## src/rtl/muldiv_unit.sv

```systemverilog
// Iterative MULT/MULTU/DIV/DIVU unit with architectural HI/LO for the MIPS execute stage.
// Define MULDIV_DIV_EN to build the restoring divider; otherwise DIV/DIVU retire at once with HI/LO untouched.
module muldiv_unit #(
    parameter int WIDTH = 32
) (
    input  logic             clk,
    input  logic             reset,
    input  logic             start,
    input  logic [1:0]       op,
    input  logic [WIDTH-1:0] a,
    input  logic [WIDTH-1:0] b,
    input  logic             flush,
    input  logic             mthi,
    input  logic             mtlo,
    input  logic [WIDTH-1:0] wdata,
    output logic [WIDTH-1:0] hi,
    output logic [WIDTH-1:0] lo,
    output logic             busy,
    output logic             done
);

    localparam logic [1:0] S_IDLE = 2'b00;
    localparam logic [1:0] S_RUN  = 2'b01;
    localparam logic [1:0] S_SIGN = 2'b10;

    localparam int            PW   = 2 * WIDTH;
    localparam int            CW   = $clog2(WIDTH + 1);
    localparam logic [CW-1:0] LAST = CW'(WIDTH - 1);

    logic [1:0]       r_state;
    logic             r_sa;
    logic             r_sb;
    logic [WIDTH-1:0] r_ma;
    logic [WIDTH-1:0] r_mb;
    logic [PW-1:0]    r_acc;
    logic [CW-1:0]    r_cnt;
    logic [WIDTH-1:0] r_hi;
    logic [WIDTH-1:0] r_lo;
    logic             r_busy;
    logic             r_done;

    logic             w_sgn;
    logic [WIDTH:0]   w_madd;
    logic [PW-1:0]    w_prod;
    logic [WIDTH-1:0] w_res_hi;
    logic [WIDTH-1:0] w_res_lo;

    function automatic logic [WIDTH-1:0] f_neg(input logic [WIDTH-1:0] x);
        return (~x) + WIDTH'(1);
    endfunction

    function automatic logic [PW-1:0] f_neg2(input logic [PW-1:0] x);
        return (~x) + PW'(1);
    endfunction

    function automatic logic [WIDTH-1:0] f_abs(input logic [WIDTH-1:0] x, input logic sgn);
        return (sgn && x[WIDTH-1]) ? f_neg(x) : x;
    endfunction

    // MULT and DIV (op[0] == 0) are the signed flavours
    assign w_sgn = ~op[0];

    // Shift-add step: r_mb rotates right so the current multiplier bit is always bit 0
    assign w_madd = {1'b0, r_acc[PW-1:WIDTH]} + (r_mb[0] ? {1'b0, r_ma} : '0);

`ifdef MULDIV_DIV_EN
    logic             r_isdiv;
    logic [WIDTH:0]   w_dshift;
    logic             w_qbit;
    logic [WIDTH-1:0] w_ddiff;
    logic [WIDTH-1:0] w_rem_nx;
    logic [WIDTH-1:0] w_a_raw;

    // Restoring step: r_ma rotates left feeding dividend bits MSB first and is whole again after WIDTH steps
    assign w_dshift = {r_acc[PW-1:WIDTH], r_ma[WIDTH-1]};
    assign w_qbit   = (w_dshift >= {1'b0, r_mb});
    assign w_ddiff  = w_dshift[WIDTH-1:0] - r_mb;
    assign w_rem_nx = w_qbit ? w_ddiff : w_dshift[WIDTH-1:0];
    assign w_a_raw  = r_sa ? f_neg(r_ma) : r_ma;
`endif

    always_comb begin
        w_prod   = (r_sa ^ r_sb) ? f_neg2(r_acc) : r_acc;
        w_res_hi = w_prod[PW-1:WIDTH];
        w_res_lo = w_prod[WIDTH-1:0];
`ifdef MULDIV_DIV_EN
        if (r_isdiv) begin
            if (r_mb == '0) begin
                w_res_lo = '1;
                w_res_hi = w_a_raw;
            end else begin
                w_res_lo = (r_sa ^ r_sb) ? f_neg(r_acc[WIDTH-1:0]) : r_acc[WIDTH-1:0];
                w_res_hi = r_sa ? f_neg(r_acc[PW-1:WIDTH]) : r_acc[PW-1:WIDTH];
            end
        end
`endif
    end

    always_ff @(posedge clk or negedge reset) begin
        if (!reset) begin
            r_state <= S_IDLE;
            r_sa    <= 1'b0;
            r_sb    <= 1'b0;
            r_ma    <= '0;
            r_mb    <= '0;
            r_acc   <= '0;
            r_cnt   <= '0;
            r_hi    <= '0;
            r_lo    <= '0;
            r_busy  <= 1'b0;
            r_done  <= 1'b0;
`ifdef MULDIV_DIV_EN
            r_isdiv <= 1'b0;
`endif
        end else begin
            r_done <= 1'b0;
            case (r_state)
                S_IDLE: begin
                    if (start && !flush) begin
                        r_sa  <= w_sgn & a[WIDTH-1];
                        r_sb  <= w_sgn & b[WIDTH-1];
                        r_ma  <= f_abs(a, w_sgn);
                        r_mb  <= f_abs(b, w_sgn);
                        r_acc <= '0;
                        r_cnt <= '0;
`ifdef MULDIV_DIV_EN
                        r_isdiv <= op[1];
                        r_state <= S_RUN;
                        r_busy  <= 1'b1;
`else
                        if (op[1]) begin
                            r_done <= 1'b1;
                        end else begin
                            r_state <= S_RUN;
                            r_busy  <= 1'b1;
                        end
`endif
                    end else if (!start) begin
                        if (mthi) r_hi <= wdata;
                        if (mtlo) r_lo <= wdata;
                    end
                end
                S_RUN: begin
                    if (flush) begin
                        r_state <= S_IDLE;
                        r_busy  <= 1'b0;
                    end else begin
                        r_cnt <= r_cnt + CW'(1);
                        if (r_cnt == LAST) r_state <= S_SIGN;
`ifdef MULDIV_DIV_EN
                        if (r_isdiv) begin
                            r_acc <= {w_rem_nx, r_acc[WIDTH-2:0], w_qbit};
                            r_ma  <= {r_ma[WIDTH-2:0], r_ma[WIDTH-1]};
                        end else
`endif
                        begin
                            r_acc <= {w_madd, r_acc[WIDTH-1:1]};
                            r_mb  <= {r_mb[0], r_mb[WIDTH-1:1]};
                        end
                    end
                end
                S_SIGN: begin
                    r_state <= S_IDLE;
                    r_busy  <= 1'b0;
                    if (!flush) begin
                        r_hi   <= w_res_hi;
                        r_lo   <= w_res_lo;
                        r_done <= 1'b1;
                    end
                end
                default: begin
                    r_state <= S_IDLE;
                    r_busy  <= 1'b0;
                end
            endcase
        end
    end

    assign hi   = r_hi;
    assign lo   = r_lo;
    assign busy = r_busy;
    assign done = r_done;

endmodule

```

## config.mk

```make
export PLATFORM = sky130hd
export DESIGN_NAME = muldiv_unit
export DESIGN_NICKNAME = d
export VERILOG_FILES = /design/src/rtl/muldiv_unit.sv
export SDC_FILE = /design/constraint.sdc
export NUM_CORES = 1
export LEC_CHECK = 0
export BUFFER_PORTS_ARGS = -buffer_cell sky130_fd_sc_hd__clkbuf_2
export CAP_MARGIN = 10
export CORE_ASPECT_RATIO = 0.5
export CORE_MARGIN = 4
export CORE_UTILIZATION = 55
export CTS_CLUSTER_SIZE = 8
export DETAILED_ROUTE_END_ITERATION = 16
export PLACE_DENSITY = 0.77
export SLEW_MARGIN = 20
export SYNTH_ARGS = -nofsm -noshare
export SYNTH_HDL_FRONTEND = slang
export SYNTH_SLANG_ARGS = --single-unit
```

## constraint.sdc

```tcl
create_clock -name clk -period 7.3 [get_ports clk]
set_clock_uncertainty 0.15 [all_clocks]
set_input_delay 0.73 -clock clk [delete_from_list [all_inputs] [get_ports clk]]
set_output_delay 0.73 -clock clk [all_outputs]
set_load 0.01 [all_outputs]
```

==> impl_metrics.prom, run 1 <==
# TYPE chip_impl_metric gauge
chip_impl_metric{name="synth.avg_cell_area",unit="µm²"} 8.20
chip_impl_metric{name="cellLeakagePower",unit="µW"} 0.00659
chip_impl_metric{name="met1Wirelength",unit="mm"} 18.1
chip_impl_metric{name="inst_count_dp",unit=""} 1975
chip_impl_metric{name="die_area",unit="µm²"} 26300
chip_impl_metric{name="post_cts.repair.setup_buffers",unit=""} 0
chip_impl_metric{name="wl_met3",unit="mm"} 3.18
chip_impl_info{name="mostFrequentLayoutCells",value="247 x nand2_1, 204 x dfrtp_1, 174 x o21ai_0, 168 x clkbuf_2, 150 x nor2_1"} 1
chip_impl_metric{name="pwr-share-comb",unit=""} 0.299
chip_impl_info{name="ctsRootBufferMaster",value="clkbuf_16"} 1
chip_impl_info{name="postSynth.topFlopCell",value="dfrtp_1"} 1
chip_impl_metric{name="synthDistinctLibCells",unit=""} 63
chip_impl_metric{name="floorplan.core_area",unit="µm²"} 23000
chip_impl_info{name="holdCritPathClass",value="in -> async"} 1
chip_impl_info{name="setup.worst_path.end_class",value="flop"} 1
chip_impl_info{name="run_status",value="finished, final reports clean"} 1
chip_impl_metric{name="dieHeight",unit="µm"} 117
chip_impl_metric{name="required",unit="ns"} 7.55
chip_impl_metric{name="netlist_instances",unit=""} 1584
chip_impl_metric{name="routed-wl-met2",unit="mm"} 17.1
chip_impl_metric{name="synth_enable_flop_cells",unit=""} 0
chip_impl_metric{name="netSwitchingFraction",unit=""} 0.358
chip_impl_metric{name="timing.final.setup_violations",unit=""} 0
chip_impl_metric{name="syn2layout_area_growth",unit="%"} 13.8
chip_impl_metric{name="post_route_cells_drive_above_1_share",unit=""} 0.146
chip_impl_metric{name="cts_max_path_buffers",unit=""} 3
chip_impl_metric{name="synth.ff_latch_count",unit=""} 204
chip_impl_metric{name="grt_pass1_vias",unit=""} 11500
chip_impl_metric{name="floorplan.io_pins",unit=""} 170
chip_impl_metric{name="syn_area",unit="µm²"} 13000
chip_impl_metric{name="relSlewSlack",unit=""} 0.401
chip_impl_info{name="cp_top_family",value="compound AO/OA/AOI/OAI gates"} 1
chip_impl_metric{name="drt-wirelength-per-cell",unit="µm"} 19.4
chip_impl_info{name="crit_path_cell_trace",value="and2_1, ha_1, inv_1, fa_1, nor2b_1, o211ai_1, a21oi_1, a211oi_1, o31ai_1, xnor2_1, o21ai_0"} 1
chip_impl_metric{name="max_slew.worst_pin.slew",unit="ns"} 0.896
chip_impl_metric{name="detailroute.via_count",unit=""} 12400
chip_impl_metric{name="floorplan.initialDensity",unit=""} 0.564
chip_impl_metric{name="whs",unit="ns"} 0.0456
chip_impl_metric{name="post_cts_resize_count",unit=""} 0
chip_impl_metric{name="number_of_diodes_added_for_antenna_fixing",unit=""} 0
chip_impl_metric{name="clk_latency",unit="ns"} 0.56
chip_impl_metric{name="ant_nets",unit=""} 0
chip_impl_metric{name="post-route-period-util",unit=""} 0.539
chip_impl_metric{name="detailedRoute.firstPassIterationCount",unit=""} 5
chip_impl_metric{name="viasPerCell",unit=""} 6.17
chip_impl_metric{name="switching_power",unit="µW"} 1360
chip_impl_metric{name="grt_start_max_net_pins",unit=""} 79
chip_impl_metric{name="fill_cells",unit=""} 1985
chip_impl_metric{name="synthArstFlopShare",unit=""} 1.00
chip_impl_metric{name="drt-total-wl",unit="mm"} 38.9
chip_impl_metric{name="numCtsBuffers",unit=""} 29
chip_impl_metric{name="design_power_total",unit="µW"} 3810
chip_impl_metric{name="post_synth_net_total",unit=""} 1725
chip_impl_metric{name="cts-hold-fix-buffers",unit=""} 0
chip_impl_metric{name="grt_pass1_wl",unit="mm"} 61.8
chip_impl_metric{name="final.setup.tns",unit="ns"} 0
chip_impl_info{name="worst_setup_path_start_kind",value="flop"} 1
chip_impl_info{name="highest_routed_metal_layer",value="met4"} 1
chip_impl_metric{name="slew_viol_final",unit=""} 0
chip_impl_metric{name="ir_worst_vdd",unit="mV"} 0.155
chip_impl_metric{name="worstPathArrival",unit="ns"} 4.18
chip_impl_metric{name="design.final.nets",unit=""} 1841
chip_impl_metric{name="grt.overflow.total",unit=""} 0
chip_impl_info{name="final_common_cell",value="nand2_1"} 1
chip_impl_metric{name="clock_power_share",unit=""} 0.310
chip_impl_metric{name="synth_sequential_area_ratio",unit=""} 0.393
chip_impl_metric{name="drcViolationCount",unit=""} 0
chip_impl_metric{name="power.density",unit="nW/µm²"} 258
chip_impl_metric{name="cts_max_level",unit=""} 1
chip_impl_metric{name="clk_pin_slew_worst_paths",unit="ns"} 0.05
chip_impl_info{name="cts_tree",value="done"} 1
chip_impl_metric{name="die_width",unit="µm"} 225
chip_impl_metric{name="path_max_fanout",unit=""} 34
chip_impl_metric{name="cts_sinks",unit=""} 204
chip_impl_metric{name="finish.cell_count_without_fillers",unit=""} 2008
chip_impl_info{name="worst_path_max_delay_cell",value="dfrtp_1"} 1
chip_impl_metric{name="port_buffer_cells",unit=""} 169
chip_impl_metric{name="grt_use_total",unit=""} 0.290
chip_impl_info{name="rsz0062_at_grt",value="no"} 1
chip_impl_metric{name="internal-power",unit="µW"} 2440
chip_impl_metric{name="hold_violations",unit=""} 0
chip_impl_metric{name="max-cap-violations",unit=""} 0
chip_impl_metric{name="number_of_rows_created_at_floorplan",unit=""} 39
chip_impl_metric{name="dr.first_iter.drc_count",unit=""} 1166
chip_impl_metric{name="routability_cong",unit=""} 0.966
chip_impl_metric{name="slowest_delay",unit="ns"} 0.89
chip_impl_metric{name="achievable-frequency",unit="MHz"} 254
chip_impl_metric{name="seq_power_share",unit=""} 0.391
chip_impl_info{name="setup.worst_path.class",value="reg -> reg"} 1
chip_impl_metric{name="worst_path_buffer_plus_inverter_count",unit=""} 1
chip_impl_metric{name="ys_warn_count",unit=""} 0
chip_impl_metric{name="min_period",unit="ns"} 3.94
chip_impl_metric{name="place.detailed.hpwl",unit="mm"} 28.6
chip_impl_metric{name="antenna_found_initial",unit=""} 0
==> worst register-to-register path: cells and delay by family, from the launching register on <==
kind | cells | cell delay, ns
AOI/OAI and AO/OA | 5 | 1.47
xor gates and xnor gates | 1 | 0.19
adders and majority gates | 2 | 0.54
buffers and inverters | 1 | 0.05
DFF | 1 | 0.89
and+or+nand+nor | 2 | 0.48
==> power by group through the flow <==
stage / Clock (µW) / Combinational, µW / Sequential [µW]
floorplan: 0 / 748 / 1460
global placement: 0 / 1090 / 1490
detailed placement: 0 / 1120 / 1500
CTS: 1200 / 1130 / 1480
global route: 1250 / 1260 / 1510
finish: 1180 / 1140 / 1490
==> synth_stat cells, types with 5 or more instances <==
cell type,instances,area (µm²)
a211o_1,7,61.3
a211oi_1,8,60.1
a21o_1,16,120
a21oi_1,100,500
a221oi_1,16,140
a31oi_1,13,81.3
and2_1,34,213
and3_1,6,37.5
clkbuf_1,97,364
dfrtp_1,204,5100
ha_1,36,450
inv_1,23,86.3
nand2_1,248,931
nand2b_1,11,68.8
nand3_1,24,120
nand4_1,20,125
nor2_1,153,574
nor2b_1,9,56.3
nor3_1,38,190
nor4_1,9,56.3
o211ai_1,6,45.0
o21a_1,6,45.0
o21ai_0,174,871
o21bai_1,5,37.5
o221ai_1,18,158
o22ai_1,13,81.3
o31ai_1,45,338
o41ai_1,10,87.6
or2_2,7,43.8
or3_1,28,175
or4_1,12,90.1
xnor2_1,70,613
xor2_1,70,613
==> registers in the layout, indices dropped and copies added, names as in the netlist <==
register and flops:
r_acc 64, hi 32, lo 32, r_ma 32, r_mb 32, r_cnt 6, r_state 2, busy 1
done 1, r_sa 1, r_sb 1
==> cell families (layout without fill, tap and decap cells) <==
| logic type | Yosys count | after routing | share of synthesized area |
|---|---|---|---|
| multiplexers | 3 | 3 | 0.00241 |
| AO/OA/AOI/OAI | 463 | 463 | 0.222 |
| adder cells (fa/ha/maj) | 37 | 37 | 0.0362 |
| XOR/XNOR | 140 | 140 | 0.0944 |
| flip-flops | 204 | 204 | 0.393 |
| AND/OR/NAND/NOR | 611 | 611 | 0.215 |
| buffers and inverters | 126 | 243 | 0.0374 |
==> layout make-up <==
class	count	area, µm²	share of cell area
multi-input cells	1254	7440	0.504
flip-flops and latches	204	5100	0.345
repair buffers	188	1010	0.0683
clock buffers	30	729	0.0493
well taps	307	384	0.0260
inverters	23	86.3	0.00584
clock inverters	2	25.0	0.00169
==> stage by stage <==
step	cell area, µm²	utilization	setup WS [ns]
final	14800	0.642	3.36
after global routing	14800	0.642	3.10
after CTS	14800	0.641	3.45
after detailed placement	14000	0.608	3.47
after global placement	14000	0.608	3.62
after floorplan	13000	-	4.04
==> path summary, 6_finish.rpt <==
| check | endpoint | cells after the start | slack (ns) | start |
|---|---|---|---|---|
| worst max-delay path | r_acc[55]$_DFFE_PN0P_ | 11 | 3.36 | r_mb[0]$_DFFE_PN0P_ |
| worst min-delay path | r_mb[9]$_DFFE_PN0P_ | 1 | 0.05 | reset |
| worst max register to register | r_acc[55]$_DFFE_PN0P_ | 11 | 3.36 | r_mb[0]$_DFFE_PN0P_ |
| worst min register to register | lo[1]$_DFFE_PN0P_ | 1 | 0.33 | lo[1]$_DFFE_PN0P_ |
| max in group asynchronous | r_acc[26]$_DFFE_PN0P_ | 2 | 5.70 | reset |
| min in group clk | done$_DFF_PN0_ | 2 | 0.29 | flush |
==> layer usage <==
metal | GRT usage | up-vias
met5 | 0 | -
met4 | 0.0465 | 0
met3 | 0.0530 | 55
met2 | 0.451 | 522
met1 | 0.436 | 5969
li1 | - | 5849
Power figures use the tool's default switching activity.
==> run 2: changes to the inputs <==
- clock period: 7.3 -> 4 ns (I/O delays scaled with it)
==> impl_metrics.prom, run 2 (synthesized netlist as in run 1, its figures left out) <==
# TYPE chip_impl_metric gauge
chip_impl_info{name="rsz0062_at_grt",value="no"} 1
chip_impl_metric{name="drcViolationCount",unit=""} 0
chip_impl_metric{name="syn2layout_area_growth",unit="%"} 15.2
chip_impl_metric{name="detailedRoute.firstPassIterationCount",unit=""} 5
chip_impl_metric{name="max-cap-violations",unit=""} 0
chip_impl_metric{name="worst_path_buffer_plus_inverter_count",unit=""} 1
chip_impl_metric{name="post_cts_resize_count",unit=""} 0
chip_impl_metric{name="largest_reg_flops",unit=""} 64
chip_impl_metric{name="post-route-period-util",unit=""} 0.885
chip_impl_metric{name="grt_pass1_vias",unit=""} 11900
chip_impl_metric{name="final_design_area_no_fill",unit="µm²"} 15000
chip_impl_metric{name="relSlewSlack",unit=""} 0.235
chip_impl_metric{name="floorplan.initialDensity",unit=""} 0.564
chip_impl_metric{name="area.sequential",unit="µm²"} 5100
chip_impl_info{name="final_common_cell",value="nand2_1"} 1
chip_impl_metric{name="die_area",unit="µm²"} 26300
chip_impl_metric{name="grt.overflow.total",unit=""} 0
chip_impl_info{name="crit-reg2reg-launch",value="r_mb[0]$_DFFE_PN0P_"} 1
chip_impl_metric{name="number_of_diodes_added_for_antenna_fixing",unit=""} 0
chip_impl_info{name="run_status",value="finished, final reports clean"} 1
chip_impl_metric{name="final.setup.tns",unit="ns"} 0
chip_impl_metric{name="ant_nets",unit=""} 0
chip_impl_metric{name="cellLeakagePower",unit="µW"} 0.00668
chip_impl_metric{name="hold_violations",unit=""} 0
chip_impl_info{name="cp_top_family",value="compound AO/OA/AOI/OAI gates"} 1
chip_impl_metric{name="drt-total-wl",unit="mm"} 39.4
chip_impl_info{name="worst_path_max_delay_cell",value="dfrtp_1"} 1
chip_impl_metric{name="timing.critical_path.depth",unit=""} 10
chip_impl_metric{name="grt_start_max_net_pins",unit=""} 104
chip_impl_info{name="setup.worst_path.class",value="reg -> reg"} 1
chip_impl_info{name="setup.worst_path.end_class",value="flop"} 1
chip_impl_metric{name="clk_pin_slew_worst_paths",unit="ns"} 0.06
chip_impl_metric{name="cts_max_level",unit=""} 1
chip_impl_metric{name="design.final.nets",unit=""} 1860
chip_impl_info{name="hold_start",value="wdata[29]"} 1
chip_impl_info{name="worst_setup_path_start_kind",value="flop"} 1
chip_impl_metric{name="dr.first_iter.drc_count",unit=""} 1427
chip_impl_metric{name="drt-wirelength-per-cell",unit="µm"} 19.4
chip_impl_metric{name="floorplan.core_area",unit="µm²"} 23000
chip_impl_metric{name="grt_pass1_wl",unit="mm"} 63.2
chip_impl_metric{name="worstPathArrival",unit="ns"} 3.86
chip_impl_metric{name="place.detailed.hpwl",unit="mm"} 29.2
chip_impl_metric{name="routability_cong",unit=""} 0.958
chip_impl_metric{name="port_buffer_cells",unit=""} 169
chip_impl_info{name="cts_tree",value="done"} 1
chip_impl_metric{name="required",unit="ns"} 4.31
chip_impl_metric{name="cts_max_path_buffers",unit=""} 3
chip_impl_info{name="holdCritPathClass",value="in -> reg"} 1
chip_impl_metric{name="worst_hold_path.num_cells",unit=""} 3
chip_impl_metric{name="placed_cell_area",unit="µm²"} 14100
chip_impl_info{name="mostFrequentLayoutCells",value="247 x nand2_1, 204 x dfrtp_1, 174 x o21ai_0, 168 x clkbuf_2, 150 x nor2_1"} 1
chip_impl_metric{name="multi_input_comb_area",unit="µm²"} 7440
chip_impl_metric{name="timing.final.setup_violations",unit=""} 0
chip_impl_metric{name="antenna_found_initial",unit=""} 0
chip_impl_metric{name="ir_worst_vdd",unit="mV"} 0.297
chip_impl_metric{name="slew_viol_final",unit=""} 0
chip_impl_info{name="reg_with_most_ffs",value="r_acc"} 1
chip_impl_metric{name="detailroute.via_count",unit=""} 12500
chip_impl_info{name="ctsRootBufferMaster",value="clkbuf_16"} 1
chip_impl_metric{name="min_period",unit="ns"} 3.54
chip_impl_metric{name="fill_cells",unit=""} 1943
chip_impl_metric{name="whs",unit="ns"} 0.0122
chip_impl_metric{name="path_max_fanout",unit=""} 19
chip_impl_metric{name="slowest_delay",unit="ns"} 0.65
chip_impl_metric{name="floorplan.io_pins",unit=""} 170
chip_impl_metric{name="post_route_cells_drive_above_1_share",unit=""} 0.148
chip_impl_metric{name="clk_latency",unit="ns"} 0.56
chip_impl_metric{name="achievable-frequency",unit="MHz"} 282
chip_impl_metric{name="numCtsBuffers",unit=""} 29
chip_impl_metric{name="worstRegToRegCells",unit=""} 10
chip_impl_metric{name="die_width",unit="µm"} 225
chip_impl_info{name="crit_start",value="r_mb[0]$_DFFE_PN0P_"} 1
chip_impl_metric{name="grt_use_total",unit=""} 0.297
chip_impl_metric{name="max_slew.worst_pin.slew",unit="ns"} 1.14
chip_impl_metric{name="dieHeight",unit="µm"} 117
chip_impl_metric{name="number_of_rows_created_at_floorplan",unit=""} 39
chip_impl_metric{name="cts_sinks",unit=""} 204
chip_impl_metric{name="power.density",unit="nW/µm²"} 470
chip_impl_info{name="crit_path_cell_trace",value="buf_4, and2_1, ha_1, a211o_1, a211oi_1, o21ai_0, a211oi_1, o31ai_1, xnor2_1, o21ai_0"} 1
chip_impl_metric{name="viasPerCell",unit=""} 6.15
-- run 2: tightest hold or removal path, delay by kind of cell --
kind,cells,cell delay [ns]
AO/OA/AOI/OAI,1,0.11
buffers and inverters,1,0.08
AND/OR/NAND/NOR,1,0.07
-- run 2: metrics by stage --
stage,setup slack (ns),total power (µW),util,cells
5_1_grt,0.217,7410,0.650,2026
6_report,0.459,7040,0.650,2026
2_1_floorplan,1.03,4030,-,1584
3_3_place_gp,0.682,4740,0.611,1982
3_5_place_dp,0.470,4790,0.611,1982
4_1_cts,0.483,7030,0.650,2026
-- run 2: worst paths after layout --
path                            slack, ns                    end
min in group asynchronous            0.32   r_mb[12]$_DFFE_PN0P_
worst min-delay path                 0.01     lo[29]$_DFFE_PN0P_
max in group asynchronous            2.37   r_acc[9]$_DFFE_PN0P_
worst max-delay path                 0.46  r_acc[55]$_DFFE_PN0P_
worst max register to register       0.46  r_acc[55]$_DFFE_PN0P_
worst min register to register       0.32   r_ma[26]$_DFFE_PN0P_
-- run 2: final cells by class --
type	count	area share
Multi-Input combinational cell	1254	0.497
Sequential cell	204	0.341
Timing Repair Buffer	207	0.0783
Clock buffer	29	0.0485
Tap cell	307	0.0257
Inverter	23	0.00577
Clock inverter	2	0.00334
-- run 2: where the power goes --
| group | total (µW) | leakage (µW) | internal, µW | switching (µW) |
|---|---|---|---|---|
| sequential | 2710 | 0.00260 | 2400 | 315 |
| clock | 2210 | 0.000381 | 1330 | 880 |
| combinational | 2110 | 0.00370 | 807 | 1300 |
-- run 2: routing by layer --
layer / track usage / share of wire / vias to the layer above
li1: - / - / 5879
met1: 0.435 / 0.45 / 5975
met2: 0.466 / 0.44 / 546
met3: 0.0560 / 0.088 / 64
met4: 0.0640 / 0.018 / 0
met5: 0 / 0 / -
-- run 2: repair_timing --
item,4_1_cts,5_1_grt
endpoints found under the hold margin,114,0
setup buffers,0,0
hold buffers,13,0
==> run 3: changes to the inputs <==
- CORE_UTILIZATION: 55 -> 58
- PLACE_DENSITY: 0.77 -> 0.8
==> impl_metrics.prom, run 3 (synthesized netlist as in run 1, its figures left out) <==
# TYPE chip_impl_metric gauge
chip_impl_info{name="run_status",value="finished, final reports clean"} 1
chip_impl_metric{name="fill_cells",unit=""} 1798
chip_impl_metric{name="hold_violations",unit=""} 0
chip_impl_metric{name="cts_max_path_buffers",unit=""} 3
chip_impl_metric{name="number_of_diodes_added_for_antenna_fixing",unit=""} 0
chip_impl_metric{name="switching_power",unit="µW"} 2500
chip_impl_metric{name="routed-wl-met2",unit="mm"} 16.9
chip_impl_metric{name="whs",unit="ns"} 0.0158
chip_impl_info{name="mostFrequentLayoutCells",value="247 x nand2_1, 204 x dfrtp_1, 174 x o21ai_0, 168 x clkbuf_2, 150 x nor2_1"} 1
chip_impl_metric{name="clk_latency",unit="ns"} 0.56
chip_impl_metric{name="final.setup.tns",unit="ns"} 0
chip_impl_info{name="highest_routed_metal_layer",value="met4"} 1
chip_impl_metric{name="power.density",unit="nW/µm²"} 469
chip_impl_metric{name="grt.overflow.total",unit=""} 0
chip_impl_metric{name="internal-power",unit="µW"} 4510
chip_impl_metric{name="relSlewSlack",unit=""} 0.330
chip_impl_metric{name="antenna_found_initial",unit=""} 0
chip_impl_metric{name="numCtsBuffers",unit=""} 29
chip_impl_metric{name="dr.first_iter.drc_count",unit=""} 1241
chip_impl_metric{name="clk_pin_slew_worst_paths",unit="ns"} 0.06
chip_impl_metric{name="slew_viol_final",unit=""} 0
chip_impl_metric{name="clock_power_share",unit=""} 0.313
chip_impl_metric{name="achievable-frequency",unit="MHz"} 267
chip_impl_metric{name="worst_path_buffer_plus_inverter_count",unit=""} 1
chip_impl_metric{name="dieHeight",unit="µm"} 114
chip_impl_metric{name="drcViolationCount",unit=""} 0
chip_impl_metric{name="netSwitchingFraction",unit=""} 0.357
chip_impl_metric{name="number_of_rows_created_at_floorplan",unit=""} 38
chip_impl_metric{name="detailedRoute.firstPassIterationCount",unit=""} 6
chip_impl_metric{name="seq_power_share",unit=""} 0.387
chip_impl_metric{name="place.detailed.hpwl",unit="mm"} 28.7
chip_impl_metric{name="wl_met3",unit="mm"} 3.65
chip_impl_metric{name="grt_start_max_net_pins",unit=""} 90
chip_impl_metric{name="die_area",unit="µm²"} 25000
chip_impl_metric{name="drt-total-wl",unit="mm"} 39.0
chip_impl_metric{name="viasPerCell",unit=""} 6.13
chip_impl_metric{name="grt_pass1_wl",unit="mm"} 62.7
chip_impl_metric{name="design.final.nets",unit=""} 1857
chip_impl_metric{name="ir_worst_vdd",unit="mV"} 0.340
chip_impl_metric{name="floorplan.initialDensity",unit=""} 0.595
chip_impl_metric{name="max_slew.worst_pin.slew",unit="ns"} 1.00
chip_impl_info{name="crit_path_cell_trace",value="and2_1, ha_1, inv_1, fa_1, nor2b_1, o211ai_1, a21oi_1, a211oi_1, o31ai_1, xnor2_1, o21ai_0"} 1
chip_impl_info{name="worst_setup_path_start_kind",value="flop"} 1
chip_impl_metric{name="ant_nets",unit=""} 0
chip_impl_metric{name="post_route_cells_drive_above_1_share",unit=""} 0.146
chip_impl_metric{name="worstPathArrival",unit="ns"} 4.01
chip_impl_metric{name="port_buffer_cells",unit=""} 169
chip_impl_metric{name="detailroute.via_count",unit=""} 12400
chip_impl_info{name="ctsRootBufferMaster",value="clkbuf_16"} 1
chip_impl_metric{name="cts_sinks",unit=""} 204
chip_impl_info{name="setup.worst_path.end_class",value="flop"} 1
chip_impl_metric{name="post-route-period-util",unit=""} 0.937
chip_impl_metric{name="largest_reg_flops",unit=""} 64
chip_impl_metric{name="pwr-share-comb",unit=""} 0.300
chip_impl_metric{name="required",unit="ns"} 4.26
chip_impl_info{name="final_common_cell",value="nand2_1"} 1
chip_impl_metric{name="met1Wirelength",unit="mm"} 17.9
chip_impl_info{name="holdCritPathClass",value="in -> reg"} 1
chip_impl_info{name="rsz0062_at_grt",value="no"} 1
chip_impl_metric{name="die_width",unit="µm"} 220
chip_impl_metric{name="floorplan.io_pins",unit=""} 170
chip_impl_metric{name="cellLeakagePower",unit="µW"} 0.00667
chip_impl_metric{name="min_period",unit="ns"} 3.75
chip_impl_info{name="cts_tree",value="done"} 1
chip_impl_metric{name="cts_max_level",unit=""} 1
chip_impl_info{name="setup.worst_path.class",value="reg -> reg"} 1
chip_impl_metric{name="path_max_fanout",unit=""} 20
chip_impl_metric{name="drt-wirelength-per-cell",unit="µm"} 19.3
chip_impl_metric{name="timing.final.setup_violations",unit=""} 0
chip_impl_metric{name="syn2layout_area_growth",unit="%"} 15.1
chip_impl_metric{name="slowest_delay",unit="ns"} 0.68
chip_impl_metric{name="floorplan.core_area",unit="µm²"} 21800
chip_impl_info{name="reg_with_most_ffs",value="r_acc"} 1
chip_impl_metric{name="grt_pass1_vias",unit=""} 11800
chip_impl_metric{name="routability_cong",unit=""} 1.02
chip_impl_metric{name="grt_use_total",unit=""} 0.310
chip_impl_info{name="worst_path_max_delay_cell",value="dfrtp_1"} 1
chip_impl_metric{name="max-cap-violations",unit=""} 0
chip_impl_info{name="cp_top_family",value="compound AO/OA/AOI/OAI gates"} 1
-- run 3: changes by cell type in the layout (fill, tap and decap cells not counted), sizes merged --
cell,change
buf,-5
bufinv,-1
clkbuf,+2
dlygate4sd3,+2
-- run 3: worst paths after layout --
| path | to | slack, ns | from | cells past startpoint |
|---|---|---|---|---|
| max | r_acc[55]$_DFFE_PN0P_ | 0.25 | r_mb[0]$_DFFE_PN0P_ | 11 |
| min | r_mb[23]$_DFFE_PN0P_ | 0.02 | b[23] | 3 |
| max reg2reg | r_acc[55]$_DFFE_PN0P_ | 0.25 | r_mb[0]$_DFFE_PN0P_ | 11 |
| min reg2reg | lo[16]$_DFFE_PN0P_ | 0.32 | lo[16]$_DFFE_PN0P_ | 2 |
| max in group asynchronous | r_acc[10]$_DFFE_PN0P_ | 2.46 | reset | 3 |
| min in group asynchronous | hi[0]$_DFFE_PN0P_ | 0.28 | reset | 2 |
-- run 3: worst register-to-register path, cell delays in order (launching register included) --
cell	delay, ns
dfrtp_1	0.68
and2_1	0.25
ha_1	0.20
inv_1	0.07
fa_1	0.38
nor2b_1	0.25
o211ai_1	0.17
a21oi_1	0.38
a211oi_1	0.21
o31ai_1	0.61
xnor2_1	0.18
o21ai_0	0.08
-- run 3: area by class of cell --
class	count	area, µm²	share of cell area
inverter	23	86.3	0.00577
timing repair buffer	204	1170	0.0781
clock buffer	31	753	0.0504
sequential	204	5100	0.341
tap	300	375	0.0251
multi-input combinational	1254	7450	0.498
clock inverter	1	20.0	0.00134
-- run 3: what timing repair did --
item / in CTS / in global routing
gates resized for setup: 0 / 0
hold endpoints to repair: 103 / 0
hold buffers: 15 / 0
setup buffers: 0 / 0
-- run 3: layer usage --
layer / vias to the layer above / GRT usage
met1: 5915 / 0.470
met5: - / 0
met4: 0 / 0.0523
met2: 525 / 0.470
met3: 46 / 0.0620
li1: 5879 / -
-- run 3: through the flow --
stage	instances	instance area, µm²	setup WS, ns	power, µW	util
after floorplan	1584	13000	1.03	4030	-
after global placement	1970	14000	0.587	4730	0.643
after detailed placement	1970	14000	0.343	4790	0.643
after CTS	2017	15000	0.336	7010	0.685
after global routing	2017	15000	0.00692	7400	0.685
final	2017	15000	0.250	7020	0.685
-- run 3: power groups by stage --
stage | registers (µW) | clock network [µW] | logic (µW)
6_report | 2710 | 2190 | 2110
5_1_grt | 2750 | 2320 | 2330
4_1_cts | 2700 | 2230 | 2080
3_5_place_dp | 2730 | 0 | 2060
3_3_place_gp | 2720 | 0 | 2010
2_1_floorplan | 2660 | 0 | 1360
